==> src/rtl/seg7_scan_n_if.sv <==
// Bus bundle for the multiplexed seven-segment driver.
// Parameter NUM_DIGITS sizes the per-digit fields.
// Fields: value, dp_mask and load are the display-data inputs, captured on load.
// blank_mask, blink_mask and lz_suppress are live display controls.
// anode, digit_seg and scan_tick are the registered, active-low pin drives
// and the scan-advance pulse.
// The master modport drives data in; the slave modport is the driver itself.
interface seg7_scan_n_if #(
  parameter int NUM_DIGITS = 4
);
  logic [4*NUM_DIGITS-1:0] value;
  logic [NUM_DIGITS-1:0]   dp_mask;
  logic                    load;
  logic [NUM_DIGITS-1:0]   blank_mask;
  logic [NUM_DIGITS-1:0]   blink_mask;
  logic                    lz_suppress;
  logic [NUM_DIGITS-1:0]   anode;
  logic [7:0]              digit_seg;
  logic                    scan_tick;

  modport master (
    output value, dp_mask, load, blank_mask, blink_mask, lz_suppress,
    input  anode, digit_seg, scan_tick
  );

  modport slave (
    input  value, dp_mask, load, blank_mask, blink_mask, lz_suppress,
    output anode, digit_seg, scan_tick
  );
endinterface

==> src/rtl/seg7_scan_n.sv <==
// Multiplexed common-anode seven-segment driver for NUM_DIGITS digits.
// Ports:
//   clk  - system clock
//   rst  - synchronous reset, active-high
//   bus  - seg7_scan_n_if slave. It carries the hex value, dp mask and load
//          strobe, which are shadowed. It carries the live blank, blink and
//          leading-zero controls. It also carries the registered active-low
//          anode and segment pins and the scan_tick pulse.
// Parameters: NUM_DIGITS (2..8).
//   SCAN_DIV_BITS: each digit dwells 2^SCAN_DIV_BITS cycles.
//   BLINK_DIV_BITS: the blink phase is the MSB of a free-running counter.
module seg7_scan_n #(
  parameter int NUM_DIGITS     = 4,
  parameter int SCAN_DIV_BITS  = 18,
  parameter int BLINK_DIV_BITS = 24
) (
  input  logic          clk,
  input  logic          rst,
  seg7_scan_n_if.slave  bus
);

  localparam int IDX_W = $clog2(NUM_DIGITS);
  localparam logic [IDX_W-1:0] LAST_IDX = IDX_W'(NUM_DIGITS - 1);

  logic [SCAN_DIV_BITS-1:0]  presc;
  logic [BLINK_DIV_BITS-1:0] blink_cnt;
  logic [IDX_W-1:0]          idx;
  logic [4*NUM_DIGITS-1:0]   shadow_val;
  logic [NUM_DIGITS-1:0]     shadow_dp;

  logic [NUM_DIGITS-1:0]     anode_p1;
  logic [7:0]                seg_p1;
  logic                      tick_p1;

  logic [NUM_DIGITS:0]       zero_from;
  logic [3:0]                nib_p0;
  logic                      dark_p0;
  logic                      phase_p0;
  logic [NUM_DIGITS-1:0]     anode_p0;
  logic [7:0]                seg_p0;

  // Active-low a..g pattern for one hex nibble; bit 7 (dp) is handled separately.
  function automatic logic [6:0] glyph(input logic [3:0] nib);
    logic [6:0] g;
    case (nib)
      4'h0: g = 7'h40;
      4'h1: g = 7'h79;
      4'h2: g = 7'h24;
      4'h3: g = 7'h30;
      4'h4: g = 7'h19;
      4'h5: g = 7'h12;
      4'h6: g = 7'h02;
      4'h7: g = 7'h78;
      4'h8: g = 7'h00;
      4'h9: g = 7'h10;
      4'hA: g = 7'h08;
      4'hB: g = 7'h03;
      4'hC: g = 7'h46;
      4'hD: g = 7'h21;
      4'hE: g = 7'h06;
      default: g = 7'h0E;
    endcase
    return g;
  endfunction

  // Stage p0: decode the currently selected digit from shadow state and live masks.
  always_comb begin
    // zero_from[i] is set when nibbles i..NUM_DIGITS-1 are all zero; the extra
    // top bit seeds the chain so no out-of-range index is ever needed.
    zero_from = '0;
    zero_from[NUM_DIGITS] = 1'b1;
    for (int i = NUM_DIGITS - 1; i >= 0; i--) begin
      zero_from[i] = (shadow_val[4*i +: 4] == 4'h0) && zero_from[i+1];
    end

    phase_p0 = blink_cnt[BLINK_DIV_BITS-1];
    nib_p0   = shadow_val[4*int'(idx) +: 4];
    dark_p0  = bus.blank_mask[idx]
             | (bus.blink_mask[idx] & phase_p0)
             | (bus.lz_suppress & (idx != '0) & zero_from[idx]);
    anode_p0 = ~(NUM_DIGITS'(1) << idx);
    seg_p0   = dark_p0 ? 8'hFF : {~shadow_dp[idx], glyph(nib_p0)};
  end

  // Stage p1: counters, shadow capture and registered pin drives.
  always_ff @(posedge clk) begin
    if (rst) begin
      presc      <= '0;
      blink_cnt  <= '0;
      idx        <= '0;
      shadow_val <= '0;
      shadow_dp  <= '0;
      tick_p1    <= 1'b0;
      anode_p1   <= '1;
      seg_p1     <= 8'hFF;
    end else begin
      presc     <= presc + 1'b1;
      blink_cnt <= blink_cnt + 1'b1;
      // Explicit wrap so non-power-of-two digit counts never select a ghost digit.
      if (&presc) begin
        idx <= (idx == LAST_IDX) ? '0 : idx + 1'b1;
      end
      tick_p1 <= &presc;
      if (bus.load) begin
        shadow_val <= bus.value;
        shadow_dp  <= bus.dp_mask;
      end
      anode_p1 <= anode_p0;
      seg_p1   <= seg_p0;
    end
  end

  assign bus.anode     = anode_p1;
  assign bus.digit_seg = seg_p1;
  assign bus.scan_tick = tick_p1;

endmodule

==> src/flat_wrapper.sv <==
// flat-port wrapper written by rule: the top's interface ports become plain ports
module seg7_scan_n_flat 
#(
  parameter int NUM_DIGITS     = 4,
  parameter int SCAN_DIV_BITS  = 18,
  parameter int BLINK_DIV_BITS = 24
)
  (clk, rst, bus_value, bus_dp_mask, bus_load, bus_blank_mask, bus_blink_mask, bus_lz_suppress, bus_anode, bus_digit_seg, bus_scan_tick);
  seg7_scan_n_if #(.NUM_DIGITS(NUM_DIGITS)) bus_i ();
  input  logic clk;
  input  logic rst;
  input wire logic [$bits(bus_i.value)-1:0] bus_value;
  input wire logic [$bits(bus_i.dp_mask)-1:0] bus_dp_mask;
  input wire logic [$bits(bus_i.load)-1:0] bus_load;
  input wire logic [$bits(bus_i.blank_mask)-1:0] bus_blank_mask;
  input wire logic [$bits(bus_i.blink_mask)-1:0] bus_blink_mask;
  input wire logic [$bits(bus_i.lz_suppress)-1:0] bus_lz_suppress;
  output wire logic [$bits(bus_i.anode)-1:0] bus_anode;
  output wire logic [$bits(bus_i.digit_seg)-1:0] bus_digit_seg;
  output wire logic [$bits(bus_i.scan_tick)-1:0] bus_scan_tick;
  assign bus_i.value = bus_value;
  assign bus_i.dp_mask = bus_dp_mask;
  assign bus_i.load = bus_load;
  assign bus_i.blank_mask = bus_blank_mask;
  assign bus_i.blink_mask = bus_blink_mask;
  assign bus_i.lz_suppress = bus_lz_suppress;
  assign bus_anode = bus_i.anode;
  assign bus_digit_seg = bus_i.digit_seg;
  assign bus_scan_tick = bus_i.scan_tick;
  seg7_scan_n #(.NUM_DIGITS(NUM_DIGITS), .SCAN_DIV_BITS(SCAN_DIV_BITS), .BLINK_DIV_BITS(BLINK_DIV_BITS)) u_core (.clk(clk), .rst(rst), .bus(bus_i));
endmodule
==> config.mk <==
export PLATFORM = sky130hd
export DESIGN_NAME = seg7_scan_n_flat
export DESIGN_NICKNAME = d
export VERILOG_FILES = /design/src/rtl/seg7_scan_n_if.sv /design/src/rtl/seg7_scan_n.sv /design/src/flat_wrapper.sv
export SDC_FILE = /design/constraint.sdc
export NUM_CORES = 1
export LEC_CHECK = 0
export BUFFER_PORTS_ARGS = -buffer_cell sky130_fd_sc_hd__buf_2
export CORE_MARGIN = 2
export CORE_UTILIZATION = 31
export CTS_CLUSTER_SIZE = 8
export DETAILED_ROUTE_END_ITERATION = 6
export GPL_TIMING_DRIVEN = 0
export PLACE_DENSITY = 0.45
export SETUP_SLACK_MARGIN = 0.4
export SLEW_MARGIN = 25
export SYNTH_ARGS = -nofsm -noshare
export SYNTH_HDL_FRONTEND = slang
export SYNTH_SLANG_ARGS = --single-unit
==> constraint.sdc <==
create_clock -name clk -period 2.95 [get_ports clk]
set_input_delay 0.4425 -clock clk [delete_from_list [all_inputs] [get_ports clk]]
set_output_delay 0.4425 -clock clk [all_outputs]
set_load 0.005 [all_outputs]
==> results of run 1 <==
layout by cell type, fill, tap and decap left out, drive strengths merged:
| cell | n |
|---|---|
| a2111oi | 1 |
| a211oi | 1 |
| a21bo | 1 |
| a21oi | 4 |
| a221oi | 1 |
| a2bb2oi | 1 |
| and2 | 3 |
| and3 | 5 |
| and4 | 5 |
| buf | 46 |
| bufinv | 3 |
| clkbuf | 28 |
| clkinv | 1 |
| dfxtp | 77 |
| ha | 12 |
| inv | 7 |
| mux2 | 1 |
| mux2i | 23 |
| mux4 | 7 |
| nand2 | 20 |
| nand2b | 6 |
| nand3 | 19 |
| nand3b | 1 |
| nand4 | 14 |
| nor2 | 66 |
| nor2b | 4 |
| nor3 | 4 |
| nor4 | 7 |
| o2111ai | 1 |
| o211ai | 5 |
| o21ai | 4 |
| o221ai | 1 |
| or2 | 2 |
| or3 | 2 |
| xnor2 | 12 |
| xor2 | 25 |
state kept, by name (all words and copies together), names as in the netlist:
register              count
u_core.blink_cnt         24
u_core.bus.digit_seg      8
u_core.idx                2
u_core.shadow_dp          4
u_core.shadow_val        16
u_core.bus.anode          4
u_core.bus.scan_tick      1
u_core.presc             18
metrics by stage:
step                area, µm²  utilization [%]
floorplan                3480                -
global placement         3870             35.5
detailed placement       3870             35.5
CTS                      4110             37.7
global route             4110             37.7
finish                   4110             37.7
logic make-up (layout without fill, tap and decap cells):
logic type	Yosys count	count (layout)	synth area share, %
adder cells (fa/ha/maj)	12	12	4.31
multiplexers	31	31	12.1
AND/OR/NAND/NOR	158	158	22.0
flip-flops	77	77	44.3
buffers and inverters	27	85	3.31
XOR/XNOR	37	37	9.31
AO/OA/AOI/OAI	20	20	4.71
layout make-up:
type,instances,area share (%)
flip-flops and latches,77,37.5
repair buffers,42,5.12
multi-input cells,258,44.4
clock inverters,4,2.31
inverters,7,0.640
clock buffers,12,3.53
plain buffers,20,2.16
well taps,140,4.26
metal layers:
| layer | up-vias | global-route usage [%] | routed length [µm] |
|---|---|---|---|
| li1 | 1345 | - | - |
| met1 | 1219 | 18.2 | 3670 |
| met2 | 40 | 21.9 | 3530 |
| met3 | 10 | 3.53 | 329 |
| met4 | 0 | 7.32 | 138 |
| met5 | - | 0 | 0 |
where the power goes:
| part | internal (µW) | total (µW) | switching, µW |
|---|---|---|---|
| combinational | 69.2 | 145 | 75.4 |
| sequential | 1070 | 1090 | 23.7 |
| clock | 585 | 972 | 387 |
| total | 1720 | 2210 | 487 |
worst max-delay path: stages, from the launching register on:
cell and delay (ns):
dfxtp_1 0.50, buf_6 0.21, mux4_2 0.56, a2111oi_4 0.66
o2111ai_1 0.22
path summary, 6_finish.rpt:
check        slack (ns)             from                 endpoint  cells past startpoint
max                0.63    u_core.idx[0]  u_core.bus.digit_seg[0]                      4
min                0.32    bus_value[14]    u_core.shadow_val[14]                      3
max reg2reg        0.63    u_core.idx[0]  u_core.bus.digit_seg[0]                      4
min reg2reg        0.48  u_core.presc[0]          u_core.presc[0]                      1
==> run metrics, run 1 <==
status finished clean; setup repair after global routing missed its margin no; Worst-path clk slew 0.08 ns; CTS Root Cell clkbuf_8; GRT Total Usage 14.2%; # placed instances 544; total power 2210 µW; Core Rows 38; Residual DRC 0; Crit. End Element register; FF/Latch Area 1540 µm²; cell taking the most area after synthesis dfxtp_1; die area 12100 µm²; CTS tree built; Worst setup SP type register; Yosys warnings 0; Syn Area/Cell 9.62 µm²; die height 110 µm; CP arrival 2.52 ns; post-layout worst setup margin 0.627 ns; placer congestion estimate 0.753; FILL cells 1126; CP Class register to register; total length of routed wires 7.66 mm; flops & latches, synth 77; WL/cell 13.7 µm; Die Span X 110 µm; most common cell in the netlist dfxtp_1; Final period util 78.7%; max-slew violations 0; proportion of layout cells with a drive suffix above 1 16.2%; final setup vio count 0; Mapped Cells 362; via count 2614; total CTS buffers 9; Synth Flop Type dfxtp_1; # Post-CTS Setup Buffers 0; Setup Skew 0.00815 ns; register area share after synthesis 44.3%; Post-synth EDFFs 0; ant diodes 0; Hold WS 0.320 ns; DP HPWL 5.55 mm; drt initial violations 80; DR vias/cell 4.67; top post-synthesis cells by count dfxtp_1, nor2_1, xor2_1, mux2i_1, nand2_1; GRT Residual Overflow 0; CTS sink count 77; VDD IR max 0.344 mV; H-Tree Depth 3; multi-input logic area 1830 µm²; power density over the cells 538 nW/µm²; Synth cell types 40; Core Region 10900 µm²; post-cts hold buffer count 0; final-report hold violation count 0; PortBufs 42; fmax 431 MHz; # Max-Cap Violations 0; worst hold path class input pin to register; CP Max Fanout 10; Synth async-reset ratio 0%; Yosys top cell area share 44.3%; pre-CTS setup slack 0.615 ns; worst-margin pin slew 0.743 ns; drt pass-1 iters 4; Layout area overhead 18.0%; worst rel slew slack 50.4%; post-synthesis net count 406; largest net degree at the start of global routing 13; first-pass GRT wire length 12.7 mm; Post-Layout Cell Count 560; Syn Std Cell Area 3480 µm²; vias in the first global route 2532; Initial Util 32.0%; P_leak 0.00160 µW; IO Pins 45; clock tree buffer depth 2; initial antenna violation count 0; total negative slack 0 ns; Detail Route Antenna Nets 0; synth top area cells dfxtp_1, nor2_1, mux2i_1, xor2_1, mux4_1; clk_lat worst skew 0.36 ns; Resize count post-CTS 0; CP required 3.15 ns; nets 459; min Tclk post-route 2.32 ns
Note: power is estimated with default switching activity, not from simulation.
==> inputs of run 2 (changes only) <==
--- a/config.mk
+++ b/config.mk
@@ -5,6 +5,7 @@
 export SDC_FILE = /design/constraint.sdc
 export NUM_CORES = 1
 export LEC_CHECK = 0
+export ABC_AREA = 1
 export BUFFER_PORTS_ARGS = -buffer_cell sky130_fd_sc_hd__buf_2
 export CORE_MARGIN = 2
 export CORE_UTILIZATION = 31
==> constraint.sdc (replaced) <==
create_clock -name clk -period 2.2 [get_ports clk]
set_input_delay 0.33 -clock clk [delete_from_list [all_inputs] [get_ports clk]]
set_output_delay 0.33 -clock clk [all_outputs]
set_load 0.005 [all_outputs]
==> run 2 against run 1 <==
- critical path depth is 10 higher
- clock skew is 0.0037 ns lower
- core utilization is 0.35 points higher
- critical endpoint unchanged
==> run metrics, run 2 <==
status finished clean; initial antenna violation count 0; mux cell area share after synthesis 0%; total negative slack 0 ns; synth top area cells dfxtp_1, nand2_1, nor2_1, o21ai_0, inv_1; ant diodes 0; CTS Root Cell clkbuf_16; Core Region 12000 µm²; clock tree buffer depth 2; top post-synthesis cells by count nand2_1, nor2_1, dfxtp_1, inv_1, o21ai_0; placer congestion estimate 0.802; Detail Route Antenna Nets 0; clk_lat worst skew 0.34 ns; post-layout worst setup margin 0.479 ns; post-synthesis xor/xnor area fraction 1.39%; final-report hold violation count 0; CP Buf/Inv Count 5; Yosys top cell area share 40.9%; die height 114 µm; largest register by flop count u_core.blink_cnt; flops & latches, synth 77; nets 654; min Tclk post-route 1.72 ns; largest family of logic cells by synthesized area simple AND/OR/NAND/NOR gates; Yosys warnings 0; Post-Route Utilization 38.1%; crit-path max cell delay 0.33 ns; CTS tree built; fmax 581 MHz; Syn Area/Cell 6.87 µm²; final setup vio count 0; Layout area overhead 20.8%; post-cts hold buffer count 0; IO Pins 45; CP arrival 1.95 ns; drt initial violations 123; worst hold path class input pin to register; Syn Std Cell Area 3770 µm²; simple-gate area share of the yosys netlist 36.5%; drt pass-1 iters 5; Crit-path slowest cell dfxtp_2; total CTS buffers 9; Regs by FF count u_core.blink_cnt: 24 flops, u_core.presc: 18 flops, u_core.shadow_val: 16 flops; DP HPWL 6.89 mm; P_leak 0.00188 µW; vias in the first global route 3202; worst rel slew slack 66.1%; VDD IR max 0.259 mV; commonest cells after routing, fill and taps aside nand2_1, nor2_1, dfxtp_1; setup repair after global routing missed its margin no; power density over the cells 700 nW/µm²; die area 13100 µm²; most common cell in the netlist nand2_1; CTS sink count 77; Post-synth EDFFs 0; pre-CTS setup slack 0.323 ns; WL/cell 12.2 µm; H-Tree Depth 3; Die Span X 114 µm; CP cell instances buf_6, inv_8, buf_8, nand2_1, nand3_1, nand2_2, buf_4, ha_1, nand3_2, nand2_1, nand2_1, nand2_1, inv_1, nand2_1; Core Rows 40; max FFs per register 24; CP Max Fanout 8; max-slew violations 0; Compound-Gate Fraction of Synth Area 9.86%; total length of routed wires 9.31 mm; via count 3475; Crit. End Element register; Worst setup SP type register; CP Class register to register; Synth cell types 34; worst r2r src u_core.idx[0]; PortBufs 42; min-delay src bus_value[9]; kind of cell adding the most delay to the critical path buffers and inverters; proportion of layout cells with a drive suffix above 1 16.6%; worst-margin pin slew 0.509 ns; Initial Util 31.5%; GRT Total Usage 15.1%; cell taking the most area after synthesis dfxtp_1; DR vias/cell 4.56; Synth Flop Type dfxtp_1; register area share after synthesis 40.9%; CP most frequent cell nand2_1; first-pass GRT wire length 15.3 mm; Adder-Cell Fraction of Synth Area 3.98%; GRT Residual Overflow 0; Final period util 78.2%; Mapped Cells 549; CP required 2.43 ns; Hold WS 0.213 ns; total power 3190 µW; Worst-path clk slew 0.06 ns; Crit. Startpoint u_core.idx[0]; Setup Skew 0.00448 ns; largest net degree at the start of global routing 13; commonest non-fill, non-tap cell in the layout nand2_1; Synth async-reset ratio 0%; post-synthesis net count 593; Residual DRC 0; # Max-Cap Violations 0
## run 2: final timing paths
check / end / slack (ns) / cells past startpoint
worst max-delay path: u_core.bus.digit_seg[0] / 0.48 / 14
worst min-delay path: u_core.shadow_val[9] / 0.21 / 3
worst max register to register: u_core.bus.digit_seg[0] / 0.48 / 14
worst min register to register: u_core.presc[0] / 0.45 / 1
## run 2: cells by family (layout without fill, tap and decap cells)
kind of cell | count (synthesis) | after routing
flops | 77 | 77
simple gates | 318 | 318
xor+xnor | 6 | 6
buf+inv | 65 | 131
fa+ha+maj | 12 | 12
compound gates | 71 | 71
## run 2: final cells by class
type / instances / area, µm²
buffer: 15 / 93.8
clock buffer: 12 / 246
clock inverter: 4 / 47.5
fill: 1299 / 7410
inverter: 50 / 195
multi-input combinational: 407 / 1970
sequential: 77 / 1540
tap: 147 / 184
timing repair buffer: 50 / 270
## run 2: where the power goes
| part | internal [µW] | switching [µW] |
|---|---|---|
| logic | 95.4 | 146 |
| clock network | 906 | 572 |
| registers | 1440 | 27.1 |
## run 2: stage by stage
stage               instances  area [µm²]
global placement          738        4160
floorplan                 549        3770
detailed placement        738        4160
CTS                       755        4470
global route              762        4550
finish                    762        4550
## run 2: routing by layer
layer  up-vias  global-route usage [%]  wire length (µm)
li1       1866                       -                 -
met1      1557                    21.2              4830
met2        40                    22.7              4090
met3        12                    2.86               222
met4         0                    6.50               167
met5         -                       0                 0
## run 2: tightest hold or removal path: cells and delay by family
family,cells,cell delay [ns]
simple gates,2,0.11
buf+inv,1,0.07
## run 2: repair_timing
item,4_1_cts,5_1_grt
pin swaps,1,2
gates resized for setup,2,10
endpoints found under the setup margin,4,7
setup buffers,1,7
==> inputs of run 3 (changes only) <==
--- a/config.mk
+++ b/config.mk
@@ -12,7 +12,7 @@
 export CTS_CLUSTER_SIZE = 8
 export DETAILED_ROUTE_END_ITERATION = 6
 export GPL_TIMING_DRIVEN = 0
-export PLACE_DENSITY = 0.45
+export PLACE_DENSITY = 0.47
 export SETUP_SLACK_MARGIN = 0.4
 export SLEW_MARGIN = 25
 export SYNTH_ARGS = -nofsm -noshare
==> constraint.sdc (replaced) <==
create_clock -name clk -period 1.4 [get_ports clk]
set_input_delay 0.21 -clock clk [delete_from_list [all_inputs] [get_ports clk]]
set_output_delay 0.21 -clock clk [all_outputs]
set_load 0.005 [all_outputs]
==> run 3 against run 2 <==
- the flow now finishes with violations (setup timing)
- combinational power up 100%
- total power up 61%
- final area up 22%
- clock skew up 0.00069 ns
- critical path depth down 2
- routed wire length up 13%
- sequential share of layout area down 5.1 points
- global-route usage up 0.69 points
- largest cell class unchanged
- highest routed layer unchanged
==> run metrics, run 3 (synthesis results as in run 2) <==
status finished, violations left; failing checks setup timing; Residual DRC 0; Layout area overhead 46.9%; commonest cells after routing, fill and taps aside nand2_1, nor2_1, dfxtp_1; worst setup path end u_core.bus.digit_seg[5]; GRT Total Usage 15.8%; Hold WS 0.0865 ns; Core Region 12000 µm²; reg-to-reg slack, setup -0.20 ns; total negative slack -1.20 ns; Final period util 114%; Cell Int Power 3820 µW; max-slew violations 0; Crit. End Element register; final setup vio count 8; via count 3715; worst-margin pin slew 0.563 ns; placer congestion estimate 0.792; Regs by FF count u_core.blink_cnt: 24 flops, u_core.presc: 18 flops, u_core.shadow_val: 16 flops; CP Max Fanout 5; DP Area 4330 µm²; VDD IR max 0.468 mV; largest net degree at the start of global routing 14; PortBufs 42; # placed instances 738; Crit. Startpoint u_core.idx[0]; Worst setup SP type register; H-Tree Depth 3; final-report hold violation count 0; min Tclk post-route 1.60 ns; CTS sink count 77; die area 13100 µm²; DR vias/cell 4.69; largest register by flop count u_core.blink_cnt; worst r2r src u_core.idx[0]; CP required 1.64 ns; total length of routed wires 10.5 mm; P_sw 1300 µW; clock tree buffer depth 2; commonest non-fill, non-tap cell in the layout nand2_1; Initial Util 31.5%; WL/cell 13.3 µm; Worst-path clk slew 0.06 ns; sequential share of power 45.3%; final instance area 5540 µm²; die height 114 µm; total CTS buffers 9; # Max-Cap Violations 0; CP arrival 1.84 ns; Critical R2R Capture u_core.bus.digit_seg[5]; setup repair after global routing missed its margin yes; FILL cells 1183; vias in the first global route 3387; IO Pins 45; first-pass GRT wire length 16.1 mm; worst rel slew slack 62.5%; initial antenna violation count 0; switch share 25.3%; Detail Route Antenna Nets 0; CTS tree built; max FFs per register 24; clock power share 45.1%; R2R cell count 12; CP cell instances buf_6, inv_8, buf_8, nand2_2, nand3_4, nand2_8, inv_8, ha_4, nand3_4, nand2_1, a21oi_1, nand2_1; proportion of layout cells with a drive suffix above 1 41.4%; DP HPWL 6.77 mm; Crit-path slowest cell dfxtp_2; Die Span X 114 µm; Post-Layout Cell Count 792; GRT Residual Overflow 0; nets 684; fmax 624 MHz; crit-path max cell delay 0.33 ns; clk_lat worst skew 0.34 ns; post-layout worst setup margin -0.202 ns; power density over the cells 924 nW/µm²; Setup Skew 0.00517 ns; worst hold path class input pin to register; CP Class register to register; combinational share of power 9.7%; CTS Root Cell clkbuf_16; P_leak 0.00223 µW; Core Rows 40; drt initial violations 138; drt pass-1 iters 4; ant diodes 0
==> run 3: area by class of cell <==
cell class	count	area, µm²	share of cell area, %
plain buffers	15	98.8	1.78
clock buffers	12	267	4.81
clock inverters	4	31.3	0.565
inverters	50	216	3.91
multi-input cells	407	2550	46.0
flip-flops and latches	77	1600	28.8
well taps	147	184	3.32
repair buffers	80	597	10.8
==> run 3: worst min-delay path by stage <==
stage,start,endpoint,slack (ns),cells after the start
after detailed placement,bus_value[11],u_core.shadow_val[11],0.44,3
after floorplan,bus_value[0],u_core.shadow_val[0],0.34,2
final,bus_value[11],u_core.shadow_val[11],0.09,3
after CTS,bus_value[11],u_core.shadow_val[11],0.08,3
after global routing,bus_value[14],u_core.shadow_val[14],0.1,3
after global placement,bus_dp_mask[1],u_core.shadow_dp[1],0.43,3
==> run 3: power groups by stage <==
| stage | Sequential, µW | Clock (µW) | Combinational, µW |
|---|---|---|---|
| floorplan | 2350 | 0 | 247 |
| global placement | 2370 | 0 | 369 |
| detailed placement | 2370 | 0 | 375 |
| CTS | 2320 | 2360 | 429 |
| global route | 2320 | 2460 | 558 |
| finish | 2320 | 2300 | 494 |
==> run 3: routing by layer <==
metal | global-route usage, % | share of wire, % | routed length (µm)
met5 | 0 | 0 | 0
met4 | 6.83 | 2.2 | 228
met3 | 2.91 | 3.0 | 310
met2 | 25.7 | 48 | 5060
met1 | 20.6 | 47 | 4900
==> run 3: repair_timing <==
action                                  4_1_cts  5_1_grt
endpoints found under the setup margin       58       68
hold endpoints to repair                      0        0
pin swaps                                    37       44
gates resized for setup                      81       92
setup buffers                                21       17
hold buffers                                  0        0
==> run 3: worst max-delay path, delay by kind of cell (launching register included) <==
kind	cells	cell delay [ns]
AOI/OAI and AO/OA	1	0.14
adders and majority gates	1	0.16
and+or+nand+nor	6	0.52
buffers and inverters	4	0.34
DFF	1	0.33
==> run 3: metrics by stage <==
step                      worst slack, ns  power, µW  util (%)
after global placement             -0.322       2730      36.2
after floorplan                    -0.121       2600         -
after global routing               -0.306       5340      46.3
after CTS                          -0.177       5100      42.4
after detailed placement           -0.325       2740      36.2
final                              -0.202       5110      46.3
